$ cat src/rtl/imul.sv
// Iterative RV32M multiplier (MUL/MULH/MULHSU/MULHU).
// Operands are sampled on the issue edge as unsigned magnitudes. A radix
// 2^BITS_PER_CYCLE shift-add loop then retires BITS_PER_CYCLE multiplier
// bits per clock, and the sign is applied to the 64-bit product on the
// completion edge. The issue/stall/last handshake matches the iterative
// divider, so pipeline control can treat both units the same way.
module imul #(
  parameter int XLEN           = 32,
  parameter int BITS_PER_CYCLE = 2   // legal values: 1, 2, 4
) (
  input  logic            clk,
  input  logic            reset,
  input  logic            mul_start,
  input  logic [1:0]      mul_op,
  input  logic            mul_kill,
  input  logic [4:0]      rd,
  input  logic [XLEN-1:0] rs1_data,
  input  logic [XLEN-1:0] rs2_data,
  output logic            stall_m,
  output logic            mul_last,
  output logic [XLEN-1:0] mul_result,
  output logic [4:0]      rd_out
);

  localparam int BPC = BITS_PER_CYCLE;
  localparam int N   = XLEN / BPC;
  localparam int CW  = $clog2(N + 1);
  localparam logic [CW-1:0] LP_LAST = CW'(N);

  // Iteration state. The product is assembled across two registers:
  //   r_acc    - upper half (the running partial sum)
  //   r_mplier - holds the unconsumed multiplier bits in its low end, while
  //              the low product bits shift in from the top
  logic [CW-1:0]   r_count;
  logic [XLEN-1:0] r_mcand;
  logic [XLEN-1:0] r_mplier;
  logic [XLEN-1:0] r_acc;
  logic            r_neg;
  logic            r_is_mul;

  logic            w_busy;
  logic            w_sign1;
  logic            w_sign2;
  logic [XLEN-1:0] w_mag1;
  logic [XLEN-1:0] w_mag2;
  logic [XLEN+BPC-1:0] w_digit;
  logic [XLEN+BPC-1:0] w_pp;
  logic [XLEN+BPC-1:0] w_sum;
  logic [XLEN-1:0]     w_acc_next;
  logic [XLEN-1:0]     w_mplier_next;
  logic [2*XLEN-1:0]   w_product;
  logic [2*XLEN-1:0]   w_signed;
  logic [XLEN-1:0]     w_result;

  assign w_busy  = (r_count != '0);
  assign stall_m = mul_start | w_busy;

  // Operand preparation. The rs1 sign is used only for MULH and MULHSU.
  // The rs2 sign is used only for MULH. A magnitude of 0x80000000 is
  // still correct when it is read as unsigned.
  assign w_sign1 = rs1_data[XLEN-1] & ((mul_op == 2'b01) | (mul_op == 2'b10));
  assign w_sign2 = rs2_data[XLEN-1] & (mul_op == 2'b01);
  assign w_mag1  = w_sign1 ? (~rs1_data + 1'b1) : rs1_data;
  assign w_mag2  = w_sign2 ? (~rs2_data + 1'b1) : rs2_data;

  // One radix-2^BPC step. The partial product needs BPC carry bits above
  // XLEN. After the shift, those carry bits fall back into XLEN.
  assign w_digit       = {{XLEN{1'b0}}, r_mplier[BPC-1:0]};
  assign w_pp          = {{BPC{1'b0}}, r_mcand} * w_digit;
  assign w_sum         = {{BPC{1'b0}}, r_acc} + w_pp;
  assign w_acc_next    = w_sum[XLEN+BPC-1:BPC];
  assign w_mplier_next = {w_sum[BPC-1:0], r_mplier[XLEN-1:BPC]};

  // On the final step this is the complete unsigned product. The sign is
  // applied over all 2*XLEN bits before the result half is selected.
  assign w_product = {w_acc_next, w_mplier_next};
  assign w_signed  = r_neg ? (~w_product + 1'b1) : w_product;
  assign w_result  = r_is_mul ? w_signed[XLEN-1:0] : w_signed[2*XLEN-1:XLEN];

  // Issue, iteration, completion and flush sequencing.
  always_ff @(posedge clk or posedge reset) begin
    if (reset) begin
      r_count    <= '0;
      r_mcand    <= '0;
      r_mplier   <= '0;
      r_acc      <= '0;
      r_neg      <= 1'b0;
      r_is_mul   <= 1'b0;
      mul_last   <= 1'b0;
      mul_result <= '0;
      rd_out     <= '0;
    end else begin
      // NOTE: non-blocking assignments throughout, so every branch reads the
      // pre-edge value of r_count/r_acc no matter what order the branches run in.
      mul_last <= 1'b0;
      if (mul_kill) begin
        // A flush beats both an in-flight completion and a same-edge issue.
        r_count <= '0;
      end else if (w_busy) begin
        // A start strobe while busy is ignored.
        r_acc    <= w_acc_next;
        r_mplier <= w_mplier_next;
        if (r_count == LP_LAST) begin
          r_count    <= '0;
          mul_last   <= 1'b1;
          mul_result <= w_result;
        end else begin
          r_count <= r_count + CW'(1);
        end
      end else if (mul_start) begin
        r_count  <= CW'(1);
        r_mcand  <= w_mag1;
        r_mplier <= w_mag2;
        r_acc    <= '0;
        r_neg    <= w_sign1 ^ w_sign2;
        r_is_mul <= (mul_op == 2'b00);
        rd_out   <= rd;
      end
    end
  end

endmodule

$ cat config.mk
export PLATFORM = sky130hd
export DESIGN_NAME = imul
export DESIGN_NICKNAME = d
export VERILOG_FILES = /design/src/rtl/imul.sv
export SDC_FILE = /design/constraint.sdc
export NUM_CORES = 1
export LEC_CHECK = 0
export ABC_AREA = 1
export CAP_MARGIN = 20
export CORE_ASPECT_RATIO = 0.6
export CORE_UTILIZATION = 54
export DETAILED_ROUTE_END_ITERATION = 8
export PLACE_DENSITY = 0.78
export REMOVE_ABC_BUFFERS = 1
export SYNTH_ARGS = -nofsm -noshare
export SYNTH_HDL_FRONTEND = slang
export SYNTH_SLANG_ARGS = --single-unit
$ cat constraint.sdc
create_clock -name clk -period 4.61 [get_ports clk]
set_clock_uncertainty 0.1 [all_clocks]
set_input_delay 0.922 -clock clk [delete_from_list [all_inputs] [get_ports clk]]
set_output_delay 0.922 -clock clk [all_outputs]
set_load 0.01 [all_outputs]
==> results_dict.tcl, run 1 <==
set metrics [dict create \
    critPathSlowestCell "fa_1" \
    cts_tree "done" \
    final_nets 2261 \
    slew_headroom_pct 34.2 \
    ir_drop_v 0.000487 \
    r2r-end "mul_result[25]" \
    max-cap-violations 0 \
    fmax_ghz 0.236 \
    top_level_ports 114 \
    synth_edf_count 0 \
    status "finished, final reports clean" \
    h-tree-depth 4 \
    fillerInstances 2202 \
    seq_area_frac_synth_pct 27.4 \
    startpoint "r_mplier[1]" \
    path_max_fanout 33 \
    die-height_um 122 \
    hold_path.class "flip-flop to flip-flop" \
    cts-root-buf "clkbuf_16" \
    clock_latency_ps 450 \
    p_per_area_mw_per_mm2 847 \
    routedWlPerCell_um 16.6 \
    cpMostUsedCell "nand2_1" \
    numPortBuffers 113 \
    worstPathRequired_ps 4840 \
    rrSetupSlack_ps 380 \
    setup-tns-final_ps 0 \
    ys_ff_latch 141 \
    diodes 0 \
    synthTopCellsByArea "dfrtp_1 (27%), nand2_1 (17%), inv_1 (9.6%), o21ai_0 (5.6%), nor2_1 (5.5%)" \
    postSynthAreaPerCell_um2 6.36 \
    hold_buffers 0 \
    finalCritPeriodShare_pct 91.8 \
    synth-main-ff-cell "dfrtp_1" \
    grt_remaining_overflow 0 \
    yosysMostFrequentCell "nand2_1" \
    place_area_mm2 0.0143 \
    synthArstFlopShare_pct 100 \
    floorplan.rows 43 \
    post_cts_resized 0 \
    grt_first_pass_wirelength_mm 64.8 \
    r2r-start "r_mplier[1]" \
    crit_family "simple AND/OR/NAND/NOR gates" \
    fin_area_mm2 0.0149 \
    clk_path_buf_depth 2 \
    p_leak_uw 0.00767 \
    syn_area_mm2 0.0129 \
    cp-start-kind "flip-flop" \
    hold-path-cell-count 2 \
    start_util_pct 55.4 \
    antenna_found_initial 0 \
    finalSetupViolations 0 \
    die_area_mm2 0.0245 \
    ant_nets 0 \
    hold_viol 0 \
    die_x_um 201 \
    yosys-top-cells-count "nand2_1 (589), inv_1 (331), nor2_1 (190), o21ai_0 (143), dfrtp_1 (141)" \
    via_per_inst 5.55 \
    maxSlewViolCount 0 \
    vias 13545 \
    cts_buffers 17 \
    yosys_warnings 0 \
    cp_cell_sequence "buf_4 > nand2_1 > fa_1 > inv_1 > ha_1 > nand2_1 > nor2_2 > inv_1 > nor2_2 > nand3_1 > nand3_1 > nand2_1 > nand2_2 > nand2_1 > nor2_2 > nand2_1 > o21ai_2 > nand3_1 > nand3_1 > a21boi_1" \
    firstDrtPassIters 7 \
    coreArea_mm2 0.0232 \
    crit_buf_inv 3 \
    cts.clk_slew.worst_paths_ps 60 \
    grt_max_degree 87 \
    min_from "rd_out[3]" \
    gp_congestion 1.08 \
    numClockSinks 141 \
    ys_types 46 \
    cpPeakStageDelay_ps 530 \
    grt_pass1_vias 12100 \
    track_usage_pct 34.2 \
    dp_hpwl_mm 31.9 \
    hold_end "rd_out[3]" \
    syn_to_final_growth_pct 15.9 \
    first_iter_violations 1464 \
    worst_pin_slew_ps 986 \
    yosysTopAreaCell "dfrtp_1" \
    rr_worst_depth 20 \
    worstSetupPathType "flip-flop to flip-flop" \
    syn_inst 2025 \
    drc_errors 0 \
    rsz0062_at_grt "no" \
    netlist.area_leader.share_pct 27.4 \
    cp.arrival_ps 4460 \
    postRouteWirelength_mm 40.6 \
    finalCriticalPeriod_ps 4230 \
    cts_setup_buffers 0 \
    cp-end-kind "flip-flop" \
    drive_above_1_share_pct 5.93 \
]
## cells in the final DEF, fill, tap and decap left out, types with 26 or more instances in the layout
master / synthesis / layout
a21oi_1: 89 / 89
clkdlybuf4s50_1: 0 / 113
dfrtp_1: 141 / 141
fa_1: 32 / 32
ha_1: 40 / 40
inv_1: 331 / 330
nand2_1: 589 / 589
nand3_1: 127 / 127
nand4_1: 26 / 26
nor2_1: 190 / 189
o21ai_0: 143 / 143
o22ai_1: 30 / 30
xor2_1: 35 / 35
## sequential cells by signal, indices dropped and copies added (netlist names)
| register | flops |
|---|---|
| r_mplier | 32 |
| mul_last | 1 |
| r_mcand | 32 |
| r_count | 5 |
| rd_out | 5 |
| r_neg | 1 |
| mul_result | 32 |
| r_is_mul | 1 |
| r_acc | 32 |
## how the worst max path moves through the flow
stage                          end  slack (ps)  cells after the start
CTS                 mul_result[20]         390                     19
finish              mul_result[25]         380                     20
detailed placement  mul_result[28]         400                     19
global placement    mul_result[16]         490                     19
global route        mul_result[20]          30                     19
floorplan                 mul_last        -190                      1
## stage by stage
stage | power (µW) | instances | utilization, % | hold WS [ps] | worst slack, ps
2_1_floorplan | 8390 | 1962 | - | 359 | -193
5_1_grt | 13800 | 2441 | 64.2 | 417 | 28.6
4_1_cts | 12400 | 2441 | 64.2 | 378 | 390
3_3_place_gp | 10800 | 2410 | 61.7 | 353 | 488
6_report | 12600 | 2441 | 64.2 | 376 | 378
3_5_place_dp | 10900 | 2410 | 61.7 | 362 | 400
## worst reg2reg max path, stage by stage, from the launching register on
cell and delay, ps:
dfrtp_1 320, buf_4 330, nand2_1 160, fa_1 530, inv_1 40, ha_1 350, nand2_1 140, nor2_2 170
inv_1 60, nor2_2 240, nand3_1 250, nand3_1 150, nand2_1 70, nand2_2 140, nand2_1 90, nor2_2 180
nand2_1 130, o21ai_2 320, nand3_1 130, nand3_1 140, a21boi_1 80
## cell type report
class | count | area (µm²) | share of cell area [%]
Clock buffer | 19 | 443 | 2.97
Inverter | 340 | 1280 | 8.58
Sequential cell | 141 | 3530 | 23.6
Multi-Input combinational cell | 1481 | 7840 | 52.5
Tap cell | 315 | 394 | 2.64
Timing Repair Buffer | 133 | 1290 | 8.67
Clock inverter | 12 | 145 | 0.972
## routing by layer
layer | part of all wire [%] | vias up | global-route usage [%]
li1 | - | 6589 | -
met1 | 49 | 6333 | 52.5
met2 | 40 | 584 | 47.5
met3 | 9.8 | 39 | 8.59
met4 | 1.3 | 0 | 7.53
met5 | 0 | - | 0
## report_power, final
group | internal, µW | switching [µW]
Clock | 857 | 576
Combinational | 2850 | 6340
Sequential | 1690 | 339
## cells by family (layout without fill, tap and decap cells)
| family | after synthesis | after routing | synth area share (%) |
|---|---|---|---|
| fa+ha+maj | 72 | 72 | 8.86 |
| xor+xnor | 55 | 55 | 3.74 |
| flops | 141 | 141 | 27.4 |
| simple gates | 1028 | 1028 | 34.0 |
| compound gates | 326 | 326 | 14.2 |
| buf+inv | 403 | 504 | 11.8 |
Note: power is estimated with default switching activity, not from simulation.
==> inputs of run 2 (changes only) <==
--- a/config.mk
+++ b/config.mk
@@ -10,7 +10,7 @@
 export CORE_ASPECT_RATIO = 0.6
 export CORE_UTILIZATION = 54
 export DETAILED_ROUTE_END_ITERATION = 8
-export PLACE_DENSITY = 0.78
+export PLACE_DENSITY = 0.75
 export REMOVE_ABC_BUFFERS = 1
 export SYNTH_ARGS = -nofsm -noshare
 export SYNTH_HDL_FRONTEND = slang
==> run 2 against run 1 <==
Global-route usage is 0.14 points lower. Worst setup slack better by 88 ps. Register-to-register slack better by 90 ps. Via count is 1.0% lower. Count of clock-buffer cells in the layout is 3 higher. Combinational power is 0.4% lower. Critical endpoint is now mul_result[14]. Routed wire length is 1.3% lower. Flip-flop and latch count stayed put. Die area stayed put. Final cell count hardly changed. Fmax is 2.1% higher. Sequential share of layout area hardly changed.
==> results_dict.tcl, run 2 (synthesis gave the netlist of run 1 again) <==
set metrics [dict create \
    utilization_pct 64.3 \
    pre_cts_ws_ps 426 \
    die_x_um 201 \
    syn_to_final_growth_pct 16.0 \
    numPortBuffers 113 \
    hold_path.class "flip-flop to flip-flop" \
    dp_hpwl_mm 31.3 \
    top_level_ports 114 \
    worstSetupPathType "flip-flop to flip-flop" \
    vias 13404 \
    r2r-start "r_mplier[0]" \
    cts_tree "done" \
    diodes 0 \
    track_usage_pct 34.0 \
    fillerInstances 2232 \
    ant_nets 0 \
    die_area_mm2 0.0245 \
    h-tree-depth 4 \
    p_leak_uw 0.00766 \
    hold_ws_ps 378 \
    swShare_pct 57.0 \
    cp-start-kind "flip-flop" \
    setup_ws_ps 466 \
    coreArea_mm2 0.0232 \
    finalSetupViolations 0 \
    cp.arrival_ps 4380 \
    r2r-end "mul_result[14]" \
    layout_commonest_cell "nand2_1" \
    cts_buffers 17 \
    numClockSinks 141 \
    ir_drop_v 0.000593 \
    power.switching_uw 7160 \
    rrSetupSlack_ps 470 \
    clockPowerShare_pct 11.0 \
    final_cell_mix "nand2_1 (589), inv_1 (330), nor2_1 (189), o21ai_0 (143), dfrtp_1 (141)" \
    cts-root-buf "clkbuf_16" \
    multi_input_area_mm2 0.00784 \
    status "finished, final reports clean" \
    drc_errors 0 \
    seq_area_mm2 0.00353 \
    max-cap-violations 0 \
    startpoint "r_mplier[0]" \
    setup-tns-final_ps 0 \
    crit_end "mul_result[14]" \
    grt_max_degree 87 \
    firstDrtPassIters 5 \
    antenna_found_initial 0 \
    rsz0062_at_grt "no" \
    p_int_uw 5400 \
    clk_path_buf_depth 2 \
    finalCriticalPeriod_ps 4140 \
    cts.clk_slew.worst_paths_ps 60 \
    sequentialPowerShare_pct 16.2 \
    routedWlPerCell_um 16.4 \
    maxSlewViolCount 0 \
    start_util_pct 55.4 \
    rr_worst_depth 22 \
    postRouteWirelength_mm 40.0 \
    gp_congestion 1.01 \
    via_per_inst 5.49 \
    cp-end-kind "flip-flop" \
    power_uw 12600 \
    first_iter_violations 1429 \
    hold_viol 0 \
    grt_remaining_overflow 0 \
    finalCritPeriodShare_pct 89.9 \
    drive_above_1_share_pct 5.92 \
    path_max_fanout 28 \
    hold_buffers 0 \
    die-height_um 122 \
    fmax_ghz 0.241 \
    combinationalPowerShare_pct 72.8 \
    p_per_area_mw_per_mm2 841 \
    floorplan.rows 43 \
    grt_first_pass_wirelength_mm 64.6 \
    worstPathRequired_ps 4850 \
    final_nets 2262 \
    worst_pin_slew_ps 915 \
    slew_headroom_pct 39.0 \
    clock_latency_ps 450 \
    grt_pass1_vias 12181 \
]
run 2: worst min path at each step:
stage	cells past startpoint	slack, ps	to	from
after floorplan	2	360	r_acc[0]	r_acc[0]
after global placement	2	350	rd_out[0]	rd_out[0]
after detailed placement	2	360	rd_out[4]	rd_out[4]
after CTS	2	390	rd_out[3]	rd_out[3]
after global routing	2	400	rd_out[4]	rd_out[4]
final	2	380	rd_out[3]	rd_out[3]
run 2: power groups by stage:
stage,clock network (µW),registers [µW],logic [µW]
3_5_place_dp,0,2040,8900
6_report,1380,2040,9150
4_1_cts,1390,2030,8980
3_3_place_gp,0,2040,8790
5_1_grt,1450,2090,10400
2_1_floorplan,0,2080,6320
run 2: stage by stage:
stage,std cells,cell area (µm²)
3_3_place_gp,2411,14400
2_1_floorplan,1962,12600
4_1_cts,2443,14900
3_5_place_dp,2411,14400
6_report,2443,14900
5_1_grt,2443,14900
run 2: area by class of cell:
cell class | count | area share, %
inverter | 340 | 8.58
sequential | 141 | 23.6
tap | 315 | 2.64
clock buffer | 22 | 3.11
multi-input combinational | 1481 | 52.5
timing repair buffer | 134 | 8.79
clock inverter | 10 | 0.771
run 2: critical path: stages (launching register included):
cell and delay (ps):
dfrtp_1 320, buf_4 300, buf_4 210, nand2_1 50
inv_1 70, fa_1 440, ha_1 420, nand2_1 150
nor2_2 150, nand3_1 90, nand2_1 160, nand2_1 90
nand2_1 130, nand2_1 80, nand2_2 140, nand2_1 90
nor2_1 150, nand3_1 210, nand2_1 230, xnor2_1 150
nor2_1 60, o21ai_0 150, nand2_1 60
run 2: timing repair:
action | 4_1_cts | 5_1_grt
resized for setup | 0 | 1
setup endpoints to repair | 0 | 1
buffers inserted | 0 | 0
endpoints found under the hold margin | 0 | 0
run 2: layer usage:
layer | track usage, % | vias up | share of wire, %
met5 | 0 | - | 0
met4 | 6.16 | 0 | 1.2
met3 | 10.1 | 39 | 10
met2 | 48.0 | 579 | 40
met1 | 51.3 | 6173 | 49
li1 | - | 6613 | -
